==> src/rtl/shift_share_arbiter.sv <==
// rtl/shift_share_arbiter.sv - two-requester arbiter in front of one shared 32-bit shifter
// One operation in flight: IDLE accepts, EXEC captures the shifter result, RESP holds it.
module shift_share_arbiter #(
  parameter bit PRIO_FIXED = 1'b0
) (
  input  logic        clk,
  input  logic        reset,
  input  logic        req0_valid,
  output logic        req0_ready,
  input  logic [1:0]  req0_fun,
  input  logic [4:0]  req0_shamt,
  input  logic [31:0] req0_data,
  input  logic        req1_valid,
  output logic        req1_ready,
  input  logic [1:0]  req1_fun,
  input  logic [4:0]  req1_shamt,
  input  logic [31:0] req1_data,
  output logic        rsp_valid,
  input  logic        rsp_ready,
  output logic        rsp_id,
  output logic [31:0] rsp_result,
  output logic        rsp_err,
  output logic [31:0] sh_A,
  output logic [31:0] sh_B,
  output logic [1:0]  sh_fun,
  input  logic [31:0] sh_S,
  output logic        busy
);

  typedef enum logic [1:0] {IDLE, EXEC, RESP} state_t;

  state_t      state;
  state_t      state_nxt;
  logic        last_grant;
  logic        grant1;
  logic        accept;
  logic [1:0]  op_fun;
  logic [4:0]  op_shamt;
  logic [31:0] op_data;
  logic        op_id;

  // last_grant resets to 1 so that the first tie goes to req0
  always_comb begin
    grant1 = 1'b0;
    if (req1_valid) begin
      grant1 = !req0_valid || (!PRIO_FIXED && (last_grant == 1'b0));
    end
  end

  assign accept = (state == IDLE) && (req0_valid || req1_valid);

  always_ff @(posedge clk or negedge reset) begin
    if (!reset) begin
      state <= IDLE;
    end else begin
      state <= state_nxt;
    end
  end

  always_comb begin
    state_nxt = state;
    case (state)
      IDLE:    if (accept) state_nxt = EXEC;
      EXEC:    state_nxt = RESP;
      RESP:    if (rsp_ready) state_nxt = IDLE;
      default: state_nxt = IDLE;
    endcase
  end

  // ready is gated by reset so nothing looks accepted while reset is held
  always_comb begin
    req0_ready = 1'b0;
    req1_ready = 1'b0;
    if (reset && (state == IDLE)) begin
      req0_ready = req0_valid && !grant1;
      req1_ready = grant1;
    end
    rsp_valid = (state == RESP);
    busy      = (state != IDLE);
  end

  always_ff @(posedge clk or negedge reset) begin
    if (!reset) begin
      op_fun     <= 2'b00;
      op_shamt   <= 5'd0;
      op_data    <= 32'd0;
      op_id      <= 1'b0;
      last_grant <= 1'b1;
      rsp_result <= 32'd0;
      rsp_err    <= 1'b0;
      rsp_id     <= 1'b0;
    end else begin
      if (accept) begin
        op_fun     <= grant1 ? req1_fun   : req0_fun;
        op_shamt   <= grant1 ? req1_shamt : req0_shamt;
        op_data    <= grant1 ? req1_data  : req0_data;
        op_id      <= grant1;
        last_grant <= grant1;
      end
      if (state == EXEC) begin
        rsp_result <= (op_fun == 2'b10) ? 32'd0 : sh_S;
        rsp_err    <= (op_fun == 2'b10);
        rsp_id     <= op_id;
      end
    end
  end

  // shifter inputs come straight from registers so they never glitch
  assign sh_A   = {27'd0, op_shamt};
  assign sh_B   = op_data;
  assign sh_fun = op_fun;

endmodule
==> config.mk <==
export PLATFORM = sky130hd
export DESIGN_NAME = shift_share_arbiter
export DESIGN_NICKNAME = d
export VERILOG_FILES = /design/src/rtl/shift_share_arbiter.sv
export SDC_FILE = /design/constraint.sdc
export NUM_CORES = 1
export LEC_CHECK = 0
export CORE_UTILIZATION = 43
export CTS_BUF_LIST = sky130_fd_sc_hd__clkbuf_8
export CTS_CLUSTER_DIAMETER = 30
export CTS_CLUSTER_SIZE = 20
export DETAILED_ROUTE_END_ITERATION = 8
export PLACE_DENSITY = 0.95
export SLEW_MARGIN = 25
export SYNTH_ARGS = -nofsm -noshare
export SYNTH_HDL_FRONTEND = slang
export SYNTH_SLANG_ARGS = --single-unit
==> constraint.sdc <==
create_clock -name clk -period 2.6 [get_ports clk]
set_input_delay 0.39 -clock clk [delete_from_list [all_inputs] [get_ports clk]]
set_output_delay 0.39 -clock clk [all_outputs]
set_load 0.02 [all_outputs]
==> impl_metrics.yaml, run 1 <==
clock_tree:
  clock_latency_ns: 0.33
  clockRootBuffer: "clkbuf_8"
  htree_num_levels: 3
  cts_max_path_buffers: 2
  cts_sinks: 77
  cts_resized: 0
  post_cts_buffers: 0
  clk_pin_slew_ns: 0.08
  cts_buffers: 9
  ctsHoldBuffers: 0
  cts_tree: "done"
setup_path:
  timing.rr.start: "last_grant"
  crit_path_max_fanout: 7
  cp-end-kind: "output pin"
  ff2ff_setup_slack_ns: 0.74
  critPathArrivalTime_ns: 1.98
  required_ns: 2.21
  r2r-end: "sh_B[31]"
  reg2reg_depth: 4
  crit_type: "primary input to output pin"
  crit_path_start_kind: "primary input"
floorplan:
  pin_count: 219
  start_util_pct: 44.2
  rows: 34
  core_um2: 8640
  die_area_um2: 9260
  die_w_um: 96.2
  dieHeight_um: 96.2
final_layout:
  n_fill_cell: 620
  multiInputGateArea_um2: 1630
  finalNetCount: 558
  syn_to_final_growth_pct: 55.4
  final_cell_area_um2: 5930
  drive_gt1_share_pct: 23.0
  seqCellArea_um2: 1930
  antenna_cells: 0
  final-instance-count-excl-fill: 555
timing:
  fmax_ghz: 0.422
  fin_crit_sh_pct: 91.1
  slew_headroom_pct: 55.0
  finalWorstSetupSlack_ns: 0.231
  min_period_ns: 2.37
  finalClockSkew_ns: 0.0131
  hold_viol: 0
  slew_violations: 0
  setup_violations: 0
  rsz0062_at_grt: "no"
  whs_ns: 0.165
  worstMarginPinSlew_ns: 0.675
  setup_tns_ns: 0
routing:
  vias_per_cell: 4.85
  totalWireLength_mm: 8.91
  first_pass_iters: 4
  vias: 2694
  drtIter0Drc: 33
  detail_route.wl_per_cell_um: 16.1
  drcViolationCount: 0
  ant_nets: 0
yosys:
  synthCells: 252
  synth_xor_area_share_pct: 0
  synth_top_family_by_area: "multiplexers"
  synth.distinct_cells: 23
  ys_seq_elements: 77
  ys_warn_count: 0
  syn_area_per_cell_um2: 15.1
  synth_simple_gate_area_share_pct: 1.05
  syn-cell-area_um2: 3820
  seq_area_frac_synth_pct: 50.5
  synth_compound_area_share_pct: 8.75
  synth_fa_ha_area_share_pct: 0
  synth_mux_area_share_pct: 30.1
pwr:
  powerDensity_nw_per_um2: 1180
  ir_drop_v: 0.000504
  total_leakage_power_nw: 2.70
place:
  place_area_um2: 5690
  gp_congestion: 0.730
  dpl.hpwl_mm: 6.73
  dpl_worst_slack_ns: 0.242
  port_buffers: 191
  dp.cells: 540
grt:
  grt_overflow: 0
  grt_pass1_wl_mm: 13.1
  grt_use_total_pct: 19.0
  grt_pass1_vias: 2654
  antenna_found_initial: 0
  grt_max_degree: 78
flow_run:
  drv_cap: 0
outcome:
  status: "finished clean"
hold_path:
  holdCritPathClass: "primary input to asynchronous set/reset pin"
-- cells by family (layout without fill, tap and decap cells) --
logic type / Yosys count / count (layout)
AND/OR/NAND/NOR: 8 / 8
AO/OA/AOI/OAI: 40 / 40
multiplexers: 79 / 79
other: 1 / 27
flip-flops: 77 / 77
buffers and inverters: 47 / 216
-- final cells by class --
class	count	share of cell area [%]
Timing Repair Buffer	197	33.4
Inverter	4	0.253
Clock inverter	6	1.90
Sequential cell	77	32.5
Tap cell	108	2.28
Clock buffer	9	2.09
Multi-Input combinational cell	154	27.5
-- state kept, by name, summed over array words and instances, names as in the netlist --
| register | flops |
|---|---|
| last_grant | 1 |
| op_id | 1 |
| rsp_result | 32 |
| op_shamt | 5 |
| rsp_err | 1 |
| rsp_id | 1 |
| state | 2 |
| sh_fun | 2 |
| sh_B | 32 |
-- routing by layer --
metal / up-vias / wire, um / GRT usage (%)
met1: 1307 / 3510 / 22.5
met4: 0 / 155 / 6.97
met5: - / 0 / 0
met3: 13 / 768 / 5.29
met2: 148 / 4480 / 32.7
li1: 1226 / - / -
-- through the flow --
stage / power, W / utilization [%]
finish: 0.00698 / 68.7
global route: 0.00736 / 68.7
detailed placement: 0.00597 / 65.9
global placement: 0.00585 / 65.9
floorplan: 0.00437 / -
CTS: 0.00707 / 68.6
-- cell usage after synthesis (all sizes together) --
master	count	share of area (%)
a22o	32	7.3
nor2	4	0.39
a21bo	1	0.26
o21ai	3	0.39
mux2i	2	0.52
buf	40	8.8
clkbuf	3	0.30
and4	1	0.23
dfstp	1	0.69
inv	4	0.39
nand2b	2	0.33
a21oi	2	0.36
nand2	1	0.098
o31ai	2	0.39
dfrtp	76	50
mux2	77	30
conb	1	0.098
-- how the worst max path moves through the flow --
stage,cells after the start,to,from
after floorplan,4,req0_ready,last_grant
after global placement,4,req0_ready,req0_valid
after detailed placement,4,req0_ready,req0_valid
after CTS,4,req0_ready,req0_valid
after global routing,4,req0_ready,req0_valid
final,4,req0_ready,req0_valid
-- cell usage in the layout (no fill, tap or decap), types with 3 or more instances in the layout --
cell type	synthesis	routed
clkdlybuf4s50_1	0	190
dfrtp_1	76	76
mux2_4	70	70
a22o_1	32	32
conb_1	1	27
clkbuf_8	0	9
mux2_2	7	7
inv_1	4	4
buf_4	31	4
nor2_1	4	3
o21ai_0	3	3
bufinv_16	0	3
-- power by group --
part           leakage [nW]  switching (W)  internal [W]
clock                 0.119       0.000419      0.000634
sequential            0.933       0.000344       0.00179
combinational          1.64        0.00169       0.00211
total                  2.70        0.00246       0.00453
-- worst max-delay path: stages --
cell and delay, ns:
clkdlybuf4s50_1 0.49, a21bo_2 0.28, and4_1 0.22, clkdlybuf4s50_1 0.60
Note: power is estimated with default switching activity, not from simulation.
==> inputs of run 2 (changes only) <==
--- a/config.mk
+++ b/config.mk
@@ -11,6 +11,7 @@
 export CTS_CLUSTER_SIZE = 20
 export DETAILED_ROUTE_END_ITERATION = 8
 export PLACE_DENSITY = 0.95
+export SKIP_CTS_REPAIR_TIMING = 1
 export SLEW_MARGIN = 25
 export SYNTH_ARGS = -nofsm -noshare
 export SYNTH_HDL_FRONTEND = slang
==> results of run 2 <==
Final layout, timing and power as in run 1 (identical DEF).
